--- src/rtl/spi_pkg.sv ---
// rtl/spi_pkg.sv - shared types and constants for the SPI target shifter
// Purpose: FSM state encoding, synchroniser depth and the default frame width.
// Ports: none (package).
package spi_pkg;

  typedef enum logic {
    IDLE  = 1'b0,
    SHIFT = 1'b1
  } spi_tgt_state_t;

  localparam int SYNC_STAGES    = 2;
  localparam int DEFAULT_DATA_W = 8;

endpackage

--- src/rtl/spi_target_shifter_if.sv ---
// rtl/spi_target_shifter_if.sv - parallel TX/RX handshake bundle of the SPI target
// Purpose: groups the valid/ready TX load path and RX delivery path.
// Signals:
//   TX_DATA/TX_VALID  master -> slave  word offered for a later frame
//   TX_READY          slave -> master  holding buffer empty
//   RX_DATA/RX_VALID  slave -> master  last complete received frame
//   RX_READY          master -> slave  consumer accepts RX_DATA
// Modports: master = bridge-side logic, slave = spi_target_shifter.
interface spi_target_shifter_if
  import spi_pkg::*;
#(
  parameter int DATA_W = DEFAULT_DATA_W
);

  logic [DATA_W-1:0] TX_DATA;
  logic              TX_VALID;
  logic              TX_READY;
  logic [DATA_W-1:0] RX_DATA;
  logic              RX_VALID;
  logic              RX_READY;

  modport master (
    output TX_DATA, TX_VALID, RX_READY,
    input  TX_READY, RX_DATA, RX_VALID
  );

  modport slave (
    input  TX_DATA, TX_VALID, RX_READY,
    output TX_READY, RX_DATA, RX_VALID
  );

endinterface

--- src/rtl/sync_edge_det.sv ---
// rtl/sync_edge_det.sv - multi-flop synchroniser with rise/fall detection
// Purpose: brings an asynchronous pin into ACLK and flags its edges. One extra
//   flop behind the synchroniser holds the previous synchronised value.
// Ports:
//   ACLK   in   system clock
//   RESTN  in   asynchronous active-low reset (chain loads RST_VAL)
//   din    in   asynchronous input pin
//   rise   out  synchronised 0->1 seen this cycle
//   fall   out  synchronised 1->0 seen this cycle
module sync_edge_det
  import spi_pkg::*;
#(
  parameter logic RST_VAL = 1'b0
) (
  input  logic ACLK,
  input  logic RESTN,
  input  logic din,
  output logic rise,
  output logic fall
);

  // chain[SYNC_STAGES-1] is the synchronised value, chain[SYNC_STAGES] its delayed copy
  logic [SYNC_STAGES:0] chain;

  always_ff @(posedge ACLK or negedge RESTN) begin
    if (!RESTN) begin
      chain <= {(SYNC_STAGES + 1){RST_VAL}};
    end else begin
      chain <= {chain[SYNC_STAGES-1:0], din};
    end
  end

  assign rise = chain[SYNC_STAGES-1] & ~chain[SYNC_STAGES];
  assign fall = ~chain[SYNC_STAGES-1] & chain[SYNC_STAGES];

endmodule

--- src/rtl/spi_target_shifter.sv ---
// rtl/spi_target_shifter.sv - SPI mode-0 target, oversampled on ACLK
// Purpose: deserialises MOSI frames (MSB first) into a valid/ready RX word and
//   serialises a buffered TX word onto MISO. SCLK, CS_N and MOSI are async.
// Ports:
//   ACLK, RESTN          clock, asynchronous active-low reset
//   SCLK, CS_N, MOSI     serial pins from the controller (async)
//   MISO                 serial data out, registered
//   bus (slave)          TX load / RX delivery handshakes
//   OVERRUN              pulse: completed frame dropped, RX still pending
//   UNDERRUN             pulse: frame started with the TX buffer empty
//   FRAME_ERR            pulse: CS_N released mid-frame
module spi_target_shifter
  import spi_pkg::*;
#(
  parameter int DATA_W = DEFAULT_DATA_W
) (
  input  logic                 ACLK,
  input  logic                 RESTN,
  input  logic                 SCLK,
  input  logic                 CS_N,
  input  logic                 MOSI,
  output logic                 MISO,
  spi_target_shifter_if.slave  bus,
  output logic                 OVERRUN,
  output logic                 UNDERRUN,
  output logic                 FRAME_ERR
);

  localparam int                CNT_W    = $clog2(DATA_W);
  localparam logic [CNT_W-1:0]  LAST_BIT = CNT_W'(DATA_W - 1);

  logic sclk_rise, sclk_fall, cs_rise, cs_fall;
  logic [SYNC_STAGES-1:0] mosi_chain;
  logic mosi_s;

  spi_tgt_state_t    state_q, state_n;
  logic [CNT_W-1:0]  bit_cnt_q, bit_cnt_n;
  logic              reload_q, reload_n;
  logic [DATA_W-1:0] tx_buf_q, tx_buf_n, tx_shift_q, tx_shift_n;
  logic              tx_full_q, tx_full_n;
  logic [DATA_W-1:0] rx_shift_q, rx_shift_n, rx_data_q, rx_data_n;
  logic              rx_valid_q, rx_valid_n;
  logic              miso_q, miso_n;
  logic              ovr_q, ovr_n, und_q, und_n, ferr_q, ferr_n;
  logic              tx_load;
  logic [DATA_W-1:0] rx_word;

  sync_edge_det #(.RST_VAL(1'b0)) u_sclk (
    .ACLK(ACLK), .RESTN(RESTN), .din(SCLK), .rise(sclk_rise), .fall(sclk_fall)
  );

  sync_edge_det #(.RST_VAL(1'b1)) u_cs (
    .ACLK(ACLK), .RESTN(RESTN), .din(CS_N), .rise(cs_rise), .fall(cs_fall)
  );

  always_ff @(posedge ACLK or negedge RESTN) begin
    if (!RESTN) begin
      mosi_chain <= '0;
    end else begin
      mosi_chain <= {mosi_chain[SYNC_STAGES-2:0], MOSI};
    end
  end
  assign mosi_s  = mosi_chain[SYNC_STAGES-1];
  assign rx_word = {rx_shift_q[DATA_W-2:0], mosi_s};

  always_ff @(posedge ACLK or negedge RESTN) begin
    if (!RESTN) begin
      state_q    <= IDLE;
      bit_cnt_q  <= '0;
      reload_q   <= 1'b0;
      tx_buf_q   <= '0;
      tx_full_q  <= 1'b0;
      tx_shift_q <= '0;
      rx_shift_q <= '0;
      rx_data_q  <= '0;
      rx_valid_q <= 1'b0;
      miso_q     <= 1'b0;
      ovr_q      <= 1'b0;
      und_q      <= 1'b0;
      ferr_q     <= 1'b0;
    end else begin
      state_q    <= state_n;
      bit_cnt_q  <= bit_cnt_n;
      reload_q   <= reload_n;
      tx_buf_q   <= tx_buf_n;
      tx_full_q  <= tx_full_n;
      tx_shift_q <= tx_shift_n;
      rx_shift_q <= rx_shift_n;
      rx_data_q  <= rx_data_n;
      rx_valid_q <= rx_valid_n;
      miso_q     <= miso_n;
      ovr_q      <= ovr_n;
      und_q      <= und_n;
      ferr_q     <= ferr_n;
    end
  end

  always_comb begin
    state_n    = state_q;
    bit_cnt_n  = bit_cnt_q;
    reload_n   = reload_q;
    tx_buf_n   = tx_buf_q;
    tx_full_n  = tx_full_q;
    tx_shift_n = tx_shift_q;
    rx_shift_n = rx_shift_q;
    rx_data_n  = rx_data_q;
    rx_valid_n = rx_valid_q;
    miso_n     = miso_q;
    ovr_n      = 1'b0;
    und_n      = 1'b0;
    ferr_n     = 1'b0;
    tx_load    = 1'b0;

    if (rx_valid_q && bus.RX_READY) begin
      rx_valid_n = 1'b0;
    end

    unique case (state_q)
      IDLE: begin
        if (cs_fall) begin
          state_n   = SHIFT;
          bit_cnt_n = '0;
          reload_n  = 1'b0;
          tx_load   = 1'b1;
        end
      end
      SHIFT: begin
        // CS_N edges take priority; a coincident SCLK edge is ignored
        if (cs_rise) begin
          state_n   = IDLE;
          ferr_n    = (bit_cnt_q != '0);
          bit_cnt_n = '0;
          reload_n  = 1'b0;
        end else if (sclk_rise) begin
          rx_shift_n = rx_word;
          if (bit_cnt_q == LAST_BIT) begin
            bit_cnt_n = '0;
            reload_n  = 1'b1;
            if (!rx_valid_q || bus.RX_READY) begin
              rx_data_n  = rx_word;
              rx_valid_n = 1'b1;
            end else begin
              ovr_n = 1'b1;
            end
          end else begin
            bit_cnt_n = bit_cnt_q + CNT_W'(1);
          end
        end else if (sclk_fall) begin
          // the fall that closes a frame opens the next one while CS_N stays low
          if (reload_q) begin
            reload_n = 1'b0;
            tx_load  = 1'b1;
          end else begin
            tx_shift_n = {tx_shift_q[DATA_W-2:0], 1'b0};
            miso_n     = tx_shift_q[DATA_W-2];
          end
        end
      end
      default: state_n = IDLE;
    endcase

    if (tx_load) begin
      if (tx_full_q) begin
        tx_shift_n = tx_buf_q;
        miso_n     = tx_buf_q[DATA_W-1];
        tx_full_n  = 1'b0;
      end else begin
        tx_shift_n = '0;
        miso_n     = 1'b0;
        und_n      = 1'b1;
      end
    end

    // a capture alongside a load only refills the buffer for the next frame
    if (bus.TX_VALID && !tx_full_q) begin
      tx_buf_n  = bus.TX_DATA;
      tx_full_n = 1'b1;
    end
  end

  assign MISO         = miso_q;
  assign OVERRUN      = ovr_q;
  assign UNDERRUN     = und_q;
  assign FRAME_ERR    = ferr_q;
  assign bus.TX_READY = ~tx_full_q;
  assign bus.RX_DATA  = rx_data_q;
  assign bus.RX_VALID = rx_valid_q;

endmodule

--- src/flat_wrapper.sv ---
// flat-port wrapper written by rule: the top's interface ports become plain ports
module spi_target_shifter_flat import spi_pkg::*;
#(
  parameter int DATA_W = DEFAULT_DATA_W
)
  (ACLK, RESTN, SCLK, CS_N, MOSI, MISO, OVERRUN, UNDERRUN, FRAME_ERR, bus_TX_DATA, bus_TX_VALID, bus_RX_READY, bus_TX_READY, bus_RX_DATA, bus_RX_VALID);
  spi_target_shifter_if #(.DATA_W(DATA_W)) bus_i ();
  input  logic ACLK;
  input  logic RESTN;
  input  logic SCLK;
  input  logic CS_N;
  input  logic MOSI;
  output logic MISO;
  output logic OVERRUN;
  output logic UNDERRUN;
  output logic FRAME_ERR;
  input wire logic [$bits(bus_i.TX_DATA)-1:0] bus_TX_DATA;
  input wire logic [$bits(bus_i.TX_VALID)-1:0] bus_TX_VALID;
  input wire logic [$bits(bus_i.RX_READY)-1:0] bus_RX_READY;
  output wire logic [$bits(bus_i.TX_READY)-1:0] bus_TX_READY;
  output wire logic [$bits(bus_i.RX_DATA)-1:0] bus_RX_DATA;
  output wire logic [$bits(bus_i.RX_VALID)-1:0] bus_RX_VALID;
  assign bus_i.TX_DATA = bus_TX_DATA;
  assign bus_i.TX_VALID = bus_TX_VALID;
  assign bus_i.RX_READY = bus_RX_READY;
  assign bus_TX_READY = bus_i.TX_READY;
  assign bus_RX_DATA = bus_i.RX_DATA;
  assign bus_RX_VALID = bus_i.RX_VALID;
  spi_target_shifter #(.DATA_W(DATA_W)) u_core (.ACLK(ACLK), .RESTN(RESTN), .SCLK(SCLK), .CS_N(CS_N), .MOSI(MOSI), .MISO(MISO), .bus(bus_i), .OVERRUN(OVERRUN), .UNDERRUN(UNDERRUN), .FRAME_ERR(FRAME_ERR));
endmodule
--- config.mk ---
export PLATFORM = sky130hd
export DESIGN_NAME = spi_target_shifter_flat
export DESIGN_NICKNAME = d
export VERILOG_FILES = /design/src/rtl/spi_pkg.sv /design/src/rtl/spi_target_shifter_if.sv /design/src/rtl/sync_edge_det.sv /design/src/rtl/spi_target_shifter.sv /design/src/flat_wrapper.sv
export SDC_FILE = /design/constraint.sdc
export NUM_CORES = 1
export LEC_CHECK = 0
export CAP_MARGIN = 20
export CELL_PAD_IN_SITES_DETAIL_PLACEMENT = 0
export CELL_PAD_IN_SITES_GLOBAL_PLACEMENT = 2
export CORE_MARGIN = 5
export CORE_UTILIZATION = 37
export CTS_CLUSTER_DIAMETER = 150
export DETAILED_ROUTE_END_ITERATION = 16
export MAX_ROUTING_LAYER = met4
export PLACE_DENSITY = 0.75
export SYNTH_ARGS = -nofsm -noshare
export SYNTH_HDL_FRONTEND = slang
export SYNTH_SLANG_ARGS = --single-unit
--- constraint.sdc ---
create_clock -name ACLK -period 2.27 [get_ports ACLK]
set_input_delay 0.227 -clock ACLK [delete_from_list [all_inputs] [get_ports ACLK]]
set_output_delay 0.227 -clock ACLK [all_outputs]
set_load 0.005 [all_outputs]
==> metrics.txt, run 1 <==
# TYPE chip_impl_metric gauge
chip_impl_info{name="outcome",value="finished clean"} 1
chip_impl_metric{name="final_hold_viol_count",unit=""} 0
chip_impl_metric{name="drt_wl_total",unit="um"} 3450
chip_impl_metric{name="boundaryPins",unit=""} 29
chip_impl_metric{name="clk_pin_slew_worst_paths",unit="ns"} 0.09
chip_impl_metric{name="timing.critical_path.arrival",unit="ns"} 2.02
chip_impl_metric{name="clkSinkCount",unit=""} 49
chip_impl_metric{name="io_buffer_count",unit=""} 28
chip_impl_metric{name="slew-limit-headroom",unit=""} 0.593
chip_impl_metric{name="final_min_period_over_clock_period",unit=""} 0.811
chip_impl_metric{name="clock_path_buffers",unit=""} 2
chip_impl_metric{name="setup-violations-final",unit=""} 0
chip_impl_metric{name="drc_errors",unit=""} 0
chip_impl_metric{name="worst_clock_skew",unit="ns"} 0.00565
chip_impl_metric{name="grt_max_degree",unit=""} 29
chip_impl_metric{name="fin_tns_setup",unit="ns"} 0
chip_impl_info{name="critical_path_class",value="register to register"} 1
chip_impl_metric{name="grt_pass1_wl",unit="um"} 6050
chip_impl_info{name="tritoncts",value="done"} 1
chip_impl_metric{name="nets",unit=""} 197
chip_impl_metric{name="clock_period_minus_final_worst_setup_slack",unit="ns"} 1.84
chip_impl_metric{name="grt_util_all_layers",unit=""} 0.109
chip_impl_metric{name="post-cts-setup-buffer-count",unit=""} 0
chip_impl_metric{name="synth.ff_latch_count",unit=""} 49
chip_impl_metric{name="report.final.slew_viol_count",unit=""} 0
chip_impl_metric{name="synthesis.nets",unit=""} 162
chip_impl_metric{name="route.vias.total",unit=""} 1197
chip_impl_metric{name="std_cell_rows",unit=""} 27
chip_impl_metric{name="n_fill_cell",unit=""} 494
chip_impl_metric{name="number_of_global_route_vias_before_repair",unit=""} 1267
chip_impl_metric{name="layout-drive-gt1-share",unit=""} 0.264
chip_impl_metric{name="layout.cells.non_filler",unit=""} 250
chip_impl_metric{name="floorplan.die.width",unit="um"} 83.9
chip_impl_metric{name="insertedDiodeCount",unit=""} 0
chip_impl_metric{name="cts_buffers",unit=""} 5
chip_impl_info{name="synth_top_area_cell",value="sky130_fd_sc_hd__dfrtp_1"} 1
chip_impl_metric{name="synthCells",unit=""} 142
chip_impl_metric{name="design.die.area",unit="mm2"} 0.00705
chip_impl_metric{name="die_height",unit="um"} 83.9
chip_impl_info{name="rsz_0062_raised_after_global_routing",value="false"} 1
chip_impl_metric{name="hold_buffers",unit=""} 1
chip_impl_info{name="holdCritPathClass",value="input pin to register"} 1
chip_impl_metric{name="worstSkewPairLatency",unit="ns"} 0.29
chip_impl_metric{name="coreArea",unit="mm2"} 0.00541
chip_impl_metric{name="tightest_slew",unit="ns"} 0.611
chip_impl_info{name="synthFlopType",value="sky130_fd_sc_hd__dfrtp_1"} 1
chip_impl_info{name="cp-end-kind",value="register"} 1
chip_impl_metric{name="cp_max_fo",unit=""} 8
chip_impl_metric{name="synth_sequential_area_ratio",unit=""} 0.608
chip_impl_metric{name="max_freq",unit="MHz"} 543
chip_impl_metric{name="synth-edff-count",unit=""} 0
chip_impl_info{name="synth.area.top_cells",value="sky130_fd_sc_hd__dfrtp_1 (57%), sky130_fd_sc_hd__mux2_2 (13%), sky130_fd_sc_hd__dfstp_2 (3.9%)"} 1
chip_impl_info{name="cts_root_buf",value="sky130_fd_sc_hd__clkbuf_8"} 1
chip_impl_metric{name="route.antenna.remaining_nets",unit=""} 0
chip_impl_metric{name="postSynthAreaPerCell",unit="um2"} 14.2
chip_impl_metric{name="power-per-cell-area",unit="mW/mm2"} 926
chip_impl_metric{name="cp.required",unit="ns"} 2.45
chip_impl_metric{name="yosys_warnings",unit=""} 0
chip_impl_metric{name="post-place-ws",unit="ns"} 0.425
chip_impl_metric{name="netlist.area_leader.share",unit=""} 0.569
chip_impl_metric{name="cts_repair_resize_count",unit=""} 0
chip_impl_metric{name="via_per_inst",unit=""} 4.79
chip_impl_metric{name="routed_length_per_placed_instance",unit="um"} 13.8
chip_impl_metric{name="post_syn_area",unit="mm2"} 0.00202
chip_impl_metric{name="leakage",unit="nW"} 1.10
chip_impl_metric{name="postSynth.asyncResetShare",unit=""} 1.00
chip_impl_metric{name="synth_cell_types",unit=""} 32
chip_impl_metric{name="gpl.final_weighted_congestion",unit=""} 0.737
chip_impl_metric{name="maxCapViolations",unit=""} 0
chip_impl_metric{name="drt_pre_antenna_iters",unit=""} 2
chip_impl_metric{name="final.setup.worst_slack",unit="ns"} 0.430
chip_impl_metric{name="area_growth",unit="%"} 23.7
chip_impl_metric{name="cts.htree.levels",unit=""} 2
chip_impl_info{name="timing.critical_path.from_type",value="register"} 1
chip_impl_metric{name="grt_remaining_overflow",unit=""} 0
chip_impl_metric{name="placedCellCount",unit=""} 241
chip_impl_metric{name="grt_antenna_before_repair",unit=""} 0
chip_impl_metric{name="detailed_placement_wirelength_estimate",unit="um"} 2530
chip_impl_metric{name="starting_density_of_the_core",unit=""} 0.374
chip_impl_metric{name="vdd_drop_max",unit="mV"} 0.457
chip_impl_metric{name="drt_first_iter_violations",unit=""} 44
worst max-delay path, stage by stage, from the launching register on:
cell and delay (ns):
sky130_fd_sc_hd__dfrtp_1 0.39, sky130_fd_sc_hd__inv_1 0.06, sky130_fd_sc_hd__ha_1 0.29, sky130_fd_sc_hd__nand4_1 0.21, sky130_fd_sc_hd__nor2b_2 0.39, sky130_fd_sc_hd__mux2_2 0.39
flip-flops by register name, summed over array words and instances (netlist names), 2 cells and up:
| name | count |
|---|---|
| u_core.u_sclk.chain | 3 |
| u_core.tx_buf_q | 8 |
| u_core.rx_shift_q | 7 |
| u_core.bus.RX_DATA | 8 |
| u_core.mosi_chain | 2 |
| u_core.tx_shift_q | 7 |
| u_core.u_cs.chain | 3 |
| u_core.bit_cnt_q | 3 |
cells by family after synthesis:
family          Yosys count  share of synthesized area
simple gates             21                     0.0699
compound gates           31                      0.124
flops                    49                      0.608
buf+inv                  13                     0.0396
fa+ha+maj                 5                     0.0309
mux                      23                      0.128
stage by stage:
stage	area [um2]	total power [mW]	utilization	hold WS, ns
floorplan	2020	1.53	-	-0.0686
global placement	2370	1.68	0.439	0.286
detailed placement	2370	1.70	0.439	0.276
CTS	2500	2.35	0.463	0.332
global route	2500	2.45	0.463	0.321
finish	2500	2.32	0.463	0.342
power breakdown:
part / leakage [nW] / internal, mW / switching [mW]
Combinational: 0.435 / 0.278 / 0.149
Sequential: 0.606 / 1.10 / 0.160
Clock: 0.0574 / 0.358 / 0.278
layout make-up:
type	count	area, um2	area share
Tap cell	72	90.1	0.0360
Timing Repair Buffer	34	323	0.129
Clock buffer	6	82.6	0.0330
Clock inverter	2	37.5	0.0150
Sequential cell	49	1230	0.492
Multi-Input combinational cell	80	713	0.285
Inverter	7	26.3	0.0105
placed cells by master, fill, tap and decap left out, types with 2 or more instances in the layout:
master / n
sky130_fd_sc_hd__a21o_1: 7
sky130_fd_sc_hd__a21oi_1: 3
sky130_fd_sc_hd__a221oi_1: 2
sky130_fd_sc_hd__buf_4: 5
sky130_fd_sc_hd__clkbuf_8: 6
sky130_fd_sc_hd__clkdlybuf4s50_1: 27
sky130_fd_sc_hd__dfrtp_1: 46
sky130_fd_sc_hd__dfstp_2: 3
sky130_fd_sc_hd__ha_1: 5
sky130_fd_sc_hd__inv_1: 7
sky130_fd_sc_hd__mux2_2: 23
sky130_fd_sc_hd__nand2_1: 4
sky130_fd_sc_hd__nand2b_1: 2
sky130_fd_sc_hd__nand3_2: 2
sky130_fd_sc_hd__nor2_1: 3
sky130_fd_sc_hd__nor2b_1: 2
sky130_fd_sc_hd__o21a_1: 2
sky130_fd_sc_hd__o21ai_0: 4
sky130_fd_sc_hd__o221a_1: 7
sky130_fd_sc_hd__or2b_1: 2
per-layer routing:
metal  track usage  up-vias  share of wire
met5             -        -              0
met4        0.0395        0          0.017
met3        0.0336        6          0.040
met2         0.177       19           0.49
met1         0.129      602           0.45
li1              -      570              -
worst paths after layout:
check / start / slack (ns) / cells past startpoint / endpoint
max: u_core.u_sclk.chain[2] / 0.43 / 5 / u_core.bus.RX_DATA[3]
min: CS_N / 0.34 / 1 / u_core.u_cs.chain[0]
max reg2reg: u_core.u_sclk.chain[2] / 0.43 / 5 / u_core.bus.RX_DATA[3]
min reg2reg: u_core.u_sclk.chain[0] / 0.35 / 0 / u_core.u_sclk.chain[1]
max in group asynchronous: RESTN / 1.14 / 3 / u_core.u_cs.chain[2]
min in group asynchronous: RESTN / 0.47 / 2 / u_core.rx_shift_q[6]
synth_stat cells, drive strengths merged (3+ instances only):
master  count
ha          5
nor2        3
nand2       4
o221a       7
mux2       23
a21o        8
o21ai       5
a21oi       3
nor2b       4
dfrtp      46
inv         7
dfstp       3
buf         6
(Power assumes the default switching activity.)
==> run 2: changes to the inputs <==
Settings changed: CORE_UTILIZATION 37 to 34, PLACE_DENSITY 0.75 to 0.72.
Clock period 2.27 ns to 1.65 ns, I/O delays scaled along.
==> run 2 against run 1 <==
Compared with the run above:
- die area rose by 7.8%
- critical endpoint is now u_core.tx_shift_q[4]
- register-to-register slack worse by 0.37 ns
- combinational power rose by 43%
- critical path depth is 1 higher
- critical path type unchanged
- routed wire length rose by 0.64%
- via count up 3.7%
- worst hold slack got worse by 0.058 ns
- largest power group unchanged
==> metrics.txt, run 2 (same netlist as run 1, synthesis figures left out) <==
# TYPE chip_impl_metric gauge
chip_impl_metric{name="leakage",unit="nW"} 1.13
chip_impl_metric{name="final_min_period_over_clock_period",unit=""} 0.965
chip_impl_metric{name="timing.critical_path.arrival",unit="ns"} 1.77
chip_impl_metric{name="worst_hold_path.num_cells",unit=""} 1
chip_impl_info{name="cts_root_buf",value="sky130_fd_sc_hd__clkbuf_8"} 1
chip_impl_metric{name="design.die.area",unit="mm2"} 0.00759
chip_impl_metric{name="drt_first_iter_violations",unit=""} 76
chip_impl_metric{name="timing.critical_path.slowest_cell_delay",unit="ns"} 0.40
chip_impl_metric{name="routed_length_per_placed_instance",unit="um"} 13.4
chip_impl_info{name="critical_path_class",value="register to register"} 1
chip_impl_metric{name="grt_max_degree",unit=""} 50
chip_impl_metric{name="route.vias.total",unit=""} 1241
chip_impl_metric{name="clock_period_minus_final_worst_setup_slack",unit="ns"} 1.59
chip_impl_info{name="rsz_0062_raised_after_global_routing",value="true"} 1
chip_impl_metric{name="stdcell_area",unit="mm2"} 0.00255
chip_impl_info{name="tritoncts",value="done"} 1
chip_impl_metric{name="report.final.slew_viol_count",unit=""} 0
chip_impl_info{name="critical-path-slowest-cell",value="sky130_fd_sc_hd__dfrtp_1"} 1
chip_impl_metric{name="tightest_slew",unit="ns"} 0.360
chip_impl_metric{name="clock_path_buffers",unit=""} 2
chip_impl_metric{name="cp.required",unit="ns"} 1.83
chip_impl_metric{name="final.setup.worst_slack",unit="ns"} 0.0578
chip_impl_info{name="timing.critical_path.from_type",value="register"} 1
chip_impl_info{name="cpLargestDelayFamily",value="simple AND/OR/NAND/NOR gates"} 1
chip_impl_metric{name="reg2regPathDepth",unit=""} 6
chip_impl_info{name="outcome",value="finished clean"} 1
chip_impl_metric{name="insertedDiodeCount",unit=""} 0
chip_impl_info{name="global_route.peak_usage_layer",value="met2"} 1
chip_impl_metric{name="placedCellCount",unit=""} 250
chip_impl_metric{name="cts_buffers",unit=""} 5
chip_impl_metric{name="maxCapViolations",unit=""} 0
chip_impl_metric{name="gpl.final_weighted_congestion",unit=""} 0.731
chip_impl_info{name="layout.cells.most_common",value="sky130_fd_sc_hd__dfrtp_1"} 1
chip_impl_metric{name="coreArea",unit="mm2"} 0.00585
chip_impl_metric{name="worst_clock_skew",unit="ns"} 0.00253
chip_impl_metric{name="vdd_drop_max",unit="mV"} 0.523
chip_impl_info{name="holdCritPathClass",value="input pin to register"} 1
chip_impl_metric{name="boundaryPins",unit=""} 29
chip_impl_metric{name="floorplan.die.width",unit="um"} 87.1
chip_impl_metric{name="global_route.usage.met1",unit=""} 0.135
chip_impl_metric{name="die_height",unit="um"} 87.1
chip_impl_metric{name="io_buffer_count",unit=""} 28
chip_impl_metric{name="clk_pin_slew_worst_paths",unit="ns"} 0.08
chip_impl_metric{name="cp_num_buf_inv",unit=""} 1
chip_impl_metric{name="grt_util_all_layers",unit=""} 0.106
chip_impl_metric{name="nets",unit=""} 204
chip_impl_info{name="rr_startpoint",value="u_core.u_sclk.chain[1]"} 1
chip_impl_metric{name="groute.layer.met3.usage",unit=""} 0.0284
chip_impl_metric{name="grt.met2_usage",unit=""} 0.164
chip_impl_metric{name="post-place-ws",unit="ns"} -0.0985
chip_impl_metric{name="grt_pass1_wl",unit="um"} 6180
chip_impl_metric{name="power-per-cell-area",unit="mW/mm2"} 1180
chip_impl_metric{name="layout.cells.non_filler",unit=""} 259
chip_impl_metric{name="clkSinkCount",unit=""} 49
chip_impl_metric{name="number_of_global_route_vias_before_repair",unit=""} 1304
chip_impl_metric{name="std_cell_rows",unit=""} 28
chip_impl_metric{name="final_hold_viol_count",unit=""} 0
chip_impl_metric{name="starting_density_of_the_core",unit=""} 0.346
chip_impl_metric{name="max_freq",unit="MHz"} 628
chip_impl_metric{name="drc_errors",unit=""} 0
chip_impl_metric{name="route.antenna.remaining_nets",unit=""} 0
chip_impl_info{name="cp-startpoint",value="u_core.u_sclk.chain[1]"} 1
chip_impl_metric{name="placement.cell_area",unit="mm2"} 0.00243
chip_impl_metric{name="drt_pre_antenna_iters",unit=""} 3
chip_impl_metric{name="grt_remaining_overflow",unit=""} 0
chip_impl_metric{name="cp_max_fo",unit=""} 7
chip_impl_metric{name="drt_wl_total",unit="um"} 3470
chip_impl_info{name="min_from",value="CS_N"} 1
chip_impl_metric{name="path_depth",unit=""} 6
chip_impl_info{name="cp_cell_sequence",value="inv_1 > ha_1 > nor2b_4 > nand3_2 > or2_1 > o221a_1"} 1
chip_impl_metric{name="cts.htree.levels",unit=""} 2
chip_impl_metric{name="slew-limit-headroom",unit=""} 0.760
chip_impl_metric{name="detailed_placement_wirelength_estimate",unit="um"} 2450
chip_impl_metric{name="final_core_utilization",unit=""} 0.437
chip_impl_metric{name="area_growth",unit="%"} 26.3
chip_impl_metric{name="via_per_inst",unit=""} 4.79
chip_impl_info{name="layout.cells.most_common_list",value="sky130_fd_sc_hd__dfrtp_1 (46), sky130_fd_sc_hd__clkdlybuf4s50_1 (27), sky130_fd_sc_hd__mux2_2 (23)"} 1
chip_impl_metric{name="worstSkewPairLatency",unit="ns"} 0.29
chip_impl_metric{name="layout-drive-gt1-share",unit=""} 0.299
chip_impl_metric{name="grt_antenna_before_repair",unit=""} 0
chip_impl_info{name="cp-end-kind",value="register"} 1
chip_impl_metric{name="setup-violations-final",unit=""} 0
run 2: cell types whose count changed in the layout (fill, tap and decap cells not counted):
| cell | delta |
|---|---|
| sky130_fd_sc_hd__ha_1 | -1 |
| sky130_fd_sc_hd__nand2b_4 | +1 |
| sky130_fd_sc_hd__nand2b_1 | -1 |
| sky130_fd_sc_hd__bufinv_16 | -1 |
| sky130_fd_sc_hd__buf_12 | +1 |
| sky130_fd_sc_hd__buf_4 | +5 |
| sky130_fd_sc_hd__ha_2 | +1 |
| sky130_fd_sc_hd__or2_0 | -1 |
| sky130_fd_sc_hd__or2_1 | +1 |
| sky130_fd_sc_hd__buf_6 | +1 |
run 2: final cells by class:
| class | count | area [um2] |
|---|---|---|
| Clock inverter | 1 | 7.51 |
| Timing Repair Buffer | 41 | 392 |
| Tap cell | 75 | 93.8 |
| Fill cell | 546 | 3300 |
| Clock buffer | 6 | 82.6 |
| Inverter | 7 | 26.3 |
| Multi-Input combinational cell | 80 | 723 |
| Sequential cell | 49 | 1230 |
run 2: worst paths after layout:
path,to,slack [ns]
setup / recovery,u_core.tx_shift_q[4],0.06
hold / removal,u_core.u_cs.chain[0],0.28
setup reg to reg,u_core.tx_shift_q[4],0.06
hold reg to reg,u_core.mosi_chain[1],0.36
max in group asynchronous,u_core.u_cs.chain[2],1.00
min in group asynchronous,u_core.tx_buf_q[6],0.38
run 2: metal layers:
layer | vias to the layer above | routed length [um]
met5 | - | 0
met4 | 0 | 55
met3 | 5 | 138
met2 | 19 | 1670
met1 | 628 | 1610
li1 | 589 | -
run 2: through the flow:
stage / hold WS, ns / setup TNS (ns) / power (mW)
after floorplan: -0.131 / 0 / 2.11
after global placement: 0.170 / -0.404 / 2.32
after detailed placement: 0.173 / -1.03 / 2.36
after CTS: 0.271 / 0 / 3.09
after global routing: 0.287 / -0.0655 / 3.23
final: 0.284 / 0 / 3.02
run 2: what timing repair did:
| item | CTS | global route |
|---|---|---|
| endpoints found under the hold margin | 46 | 0 |
| setup endpoints to repair | 15 | 15 |
| setup buffers | 0 | 1 |
| gates resized for setup | 3 | 2 |
| cloned | 0 | 0 |
| hold buffers | 1 | 0 |
run 2: report_power, final:
part,total (mW),internal [mW],switching (mW),leakage [nW]
logic,0.609,0.398,0.212,0.479
clock network,0.700,0.332,0.369,0.0433
registers,1.71,1.51,0.207,0.606
total,3.02,2.24,0.788,1.13
==> run 3: changes to the inputs <==
Settings changed: CORE_ASPECT_RATIO from default to 0.75.
==> run 3 against run 2 <==
Compared with the run above:
- the run now ends with setup timing left
- utilization rose by 1.5 points
- non-clock buffer count is 3 higher
- total power increased by 1.3%
- final cell count grew 2.7%
- die area up 0.21%
- register-to-register slack got worse by 0.06 ns
- first-iteration DRC count is 29% lower
- via count rose by 1.1%
==> metrics.txt, run 3 (same netlist as run 1, synthesis figures left out) <==
# TYPE chip_impl_metric gauge
chip_impl_metric{name="grt_util_all_layers",unit=""} 0.106
chip_impl_metric{name="setup-violations-final",unit=""} 1
chip_impl_info{name="cp-end-kind",value="register"} 1
chip_impl_metric{name="cp.required",unit="ns"} 1.83
chip_impl_metric{name="worstSkewPairLatency",unit="ns"} 0.30
chip_impl_metric{name="boundaryPins",unit=""} 29
chip_impl_metric{name="leakage",unit="nW"} 1.14
chip_impl_metric{name="routed_length_per_placed_instance",unit="um"} 14.4
chip_impl_metric{name="layout.cells.non_filler",unit=""} 266
chip_impl_metric{name="drt_wl_total",unit="um"} 3840
chip_impl_metric{name="route.vias.total",unit=""} 1255
chip_impl_info{name="holdCritPathClass",value="input pin to register"} 1
chip_impl_metric{name="slew-limit-headroom",unit=""} 0.820
chip_impl_metric{name="fin_tns_setup",unit="ns"} -0.00240
chip_impl_metric{name="gpl.final_weighted_congestion",unit=""} 0.766
chip_impl_metric{name="grt_pass1_wl",unit="um"} 6410
chip_impl_metric{name="final_min_period_over_clock_period",unit=""} 1.00
chip_impl_metric{name="die_height",unit="um"} 76.8
chip_impl_metric{name="io_buffer_count",unit=""} 28
chip_impl_metric{name="groute.layer.met3.usage",unit=""} 0.0354
chip_impl_metric{name="final_hold_viol_count",unit=""} 0
chip_impl_metric{name="std_cell_rows",unit=""} 24
chip_impl_metric{name="worst_clock_skew",unit="ns"} 0.00530
chip_impl_info{name="critical_path_class",value="register to register"} 1
chip_impl_metric{name="detailed_placement_wirelength_estimate",unit="um"} 2560
chip_impl_metric{name="clock_path_buffers",unit=""} 2
chip_impl_info{name="failed_checks",value="setup timing"} 1
chip_impl_metric{name="drt_pre_antenna_iters",unit=""} 4
chip_impl_metric{name="power-per-cell-area",unit="mW/mm2"} 1170
chip_impl_info{name="layout.cells.most_common_list",value="sky130_fd_sc_hd__dfrtp_1 (46), sky130_fd_sc_hd__clkdlybuf4s50_1 (27), sky130_fd_sc_hd__mux2_2 (15)"} 1
chip_impl_metric{name="grt_antenna_before_repair",unit=""} 0
chip_impl_metric{name="number_of_global_route_vias_before_repair",unit=""} 1358
chip_impl_metric{name="tightest_slew",unit="ns"} 0.268
chip_impl_metric{name="drt_first_iter_violations",unit=""} 54
chip_impl_metric{name="via_per_inst",unit=""} 4.72
chip_impl_metric{name="timing.critical_path.arrival",unit="ns"} 1.83
chip_impl_info{name="rsz_0062_raised_after_global_routing",value="true"} 1
chip_impl_info{name="timing.critical_path.from_type",value="register"} 1
chip_impl_metric{name="clk_pin_slew_worst_paths",unit="ns"} 0.09
chip_impl_metric{name="clock_period_minus_final_worst_setup_slack",unit="ns"} 1.65
chip_impl_metric{name="cts_buffers",unit=""} 5
chip_impl_info{name="outcome",value="finished, violations left"} 1
chip_impl_metric{name="area_growth",unit="%"} 29.4
chip_impl_metric{name="starting_density_of_the_core",unit=""} 0.349
chip_impl_metric{name="grt_remaining_overflow",unit=""} 0
chip_impl_metric{name="route.antenna.remaining_nets",unit=""} 0
chip_impl_metric{name="report.final.slew_viol_count",unit=""} 0
chip_impl_metric{name="insertedDiodeCount",unit=""} 0
chip_impl_info{name="tritoncts",value="done"} 1
chip_impl_metric{name="clkSinkCount",unit=""} 49
chip_impl_info{name="global_route.peak_usage_layer",value="met2"} 1
chip_impl_metric{name="floorplan.die.width",unit="um"} 99.1
chip_impl_metric{name="max_freq",unit="MHz"} 605
chip_impl_metric{name="final.setup.worst_slack",unit="ns"} -0.00240
chip_impl_metric{name="grt.met2_usage",unit=""} 0.159
chip_impl_metric{name="layout-drive-gt1-share",unit=""} 0.319
chip_impl_metric{name="grt_max_degree",unit=""} 50
chip_impl_metric{name="placedCellCount",unit=""} 255
chip_impl_metric{name="cp_max_fo",unit=""} 8
chip_impl_metric{name="power.total",unit="mW"} 3.06
chip_impl_metric{name="design.die.area",unit="mm2"} 0.00761
chip_impl_metric{name="multi_input_comb_area",unit="um2"} 763
chip_impl_metric{name="vdd_drop_max",unit="mV"} 0.406
chip_impl_metric{name="drc_errors",unit=""} 0
chip_impl_metric{name="coreArea",unit="mm2"} 0.00580
chip_impl_metric{name="nets",unit=""} 207
chip_impl_info{name="cts_root_buf",value="sky130_fd_sc_hd__clkbuf_8"} 1
chip_impl_metric{name="global_route.usage.met1",unit=""} 0.140
chip_impl_info{name="layout.cells.most_common",value="sky130_fd_sc_hd__dfrtp_1"} 1
chip_impl_metric{name="n_fill_cell",unit=""} 523
chip_impl_metric{name="seq_area",unit="mm2"} 0.00123
chip_impl_metric{name="cts.htree.levels",unit=""} 2
chip_impl_metric{name="maxCapViolations",unit=""} 0
==> run 3: cell types whose count changed in the layout (fill, tap and decap cells not counted) <==
cell,change
sky130_fd_sc_hd__ha_2,+1
sky130_fd_sc_hd__clkbuf_1,+1
sky130_fd_sc_hd__ha_1,-2
sky130_fd_sc_hd__clkinvlp_4,+1
sky130_fd_sc_hd__nand2b_1,+1
sky130_fd_sc_hd__buf_4,+3
sky130_fd_sc_hd__mux2_4,+8
sky130_fd_sc_hd__mux2_2,-8
sky130_fd_sc_hd__or2_4,+1
sky130_fd_sc_hd__or2_1,-1
sky130_fd_sc_hd__nand2b_4,-1
sky130_fd_sc_hd__clkbuf_8,-1
sky130_fd_sc_hd__ha_4,+1
==> run 3: power by group <==
group / switching, mW / internal (mW) / leakage (nW)
Clock: 0.396 / 0.299 / 0.0374
Sequential: 0.190 / 1.51 / 0.606
Combinational: 0.248 / 0.422 / 0.493
Total: 0.835 / 2.23 / 1.14
==> run 3: final timing paths <==
kind                                         from                endpoint  slack [ns]  cells after the start
max                           u_core.bit_cnt_q[0]   u_core.bus.RX_DATA[0]      -0.002                      6
max in group asynchronous                   RESTN    u_core.u_cs.chain[1]        0.99                      3
min                                          CS_N    u_core.u_cs.chain[0]        0.27                      1
max reg2reg                   u_core.bit_cnt_q[0]   u_core.bus.RX_DATA[0]      -0.002                      6
min in group asynchronous                   RESTN    u_core.mosi_chain[0]        0.38                      3
min reg2reg                u_core.u_sclk.chain[0]  u_core.u_sclk.chain[1]        0.36                      0
==> run 3: stage by stage <==
| stage | util | instance area (um2) | hold slack (ns) | setup WS, ns |
|---|---|---|---|---|
| 2_1_floorplan | - | 2020 | -0.131 | 0.0571 |
| 3_3_place_gp | 0.423 | 2450 | 0.166 | 0.0261 |
| 3_5_place_dp | 0.423 | 2450 | 0.177 | 0.00488 |
| 4_1_cts | 0.440 | 2550 | 0.263 | 0.0110 |
| 5_1_grt | 0.452 | 2620 | 0.268 | -0.0532 |
| 6_report | 0.452 | 2620 | 0.269 | -0.00240 |
==> run 3: area by class of cell <==
cell class	count	share of cell area
flip-flops and latches	49	0.470
multi-input cells	80	0.291
repair buffers	44	0.158
well taps	78	0.0373
clock buffers	6	0.0277
inverters	7	0.0100
clock inverters	2	0.00573
==> run 3: timing repair <==
action	in CTS	in global routing
buffers inserted	0	2
endpoints found under the hold margin	46	0
pin swaps	0	2
resized for setup	1	14
setup endpoints to repair	4	16
hold buffers	1	0
==> run 3: critical path, cell delays in order (launching register included) <==
cell,delay (ns)
sky130_fd_sc_hd__dfrtp_1,0.40
sky130_fd_sc_hd__ha_2,0.21
sky130_fd_sc_hd__ha_4,0.13
sky130_fd_sc_hd__nand4_1,0.15
sky130_fd_sc_hd__nor2b_2,0.16
sky130_fd_sc_hd__buf_6,0.17
sky130_fd_sc_hd__mux2_4,0.31
==> run 3: per-layer routing <==
metal  up-vias  share of wire
met1       644           0.48
met2        17           0.48
li1        592              -
met4         0         0.0031
met3         2          0.037
met5         -              0
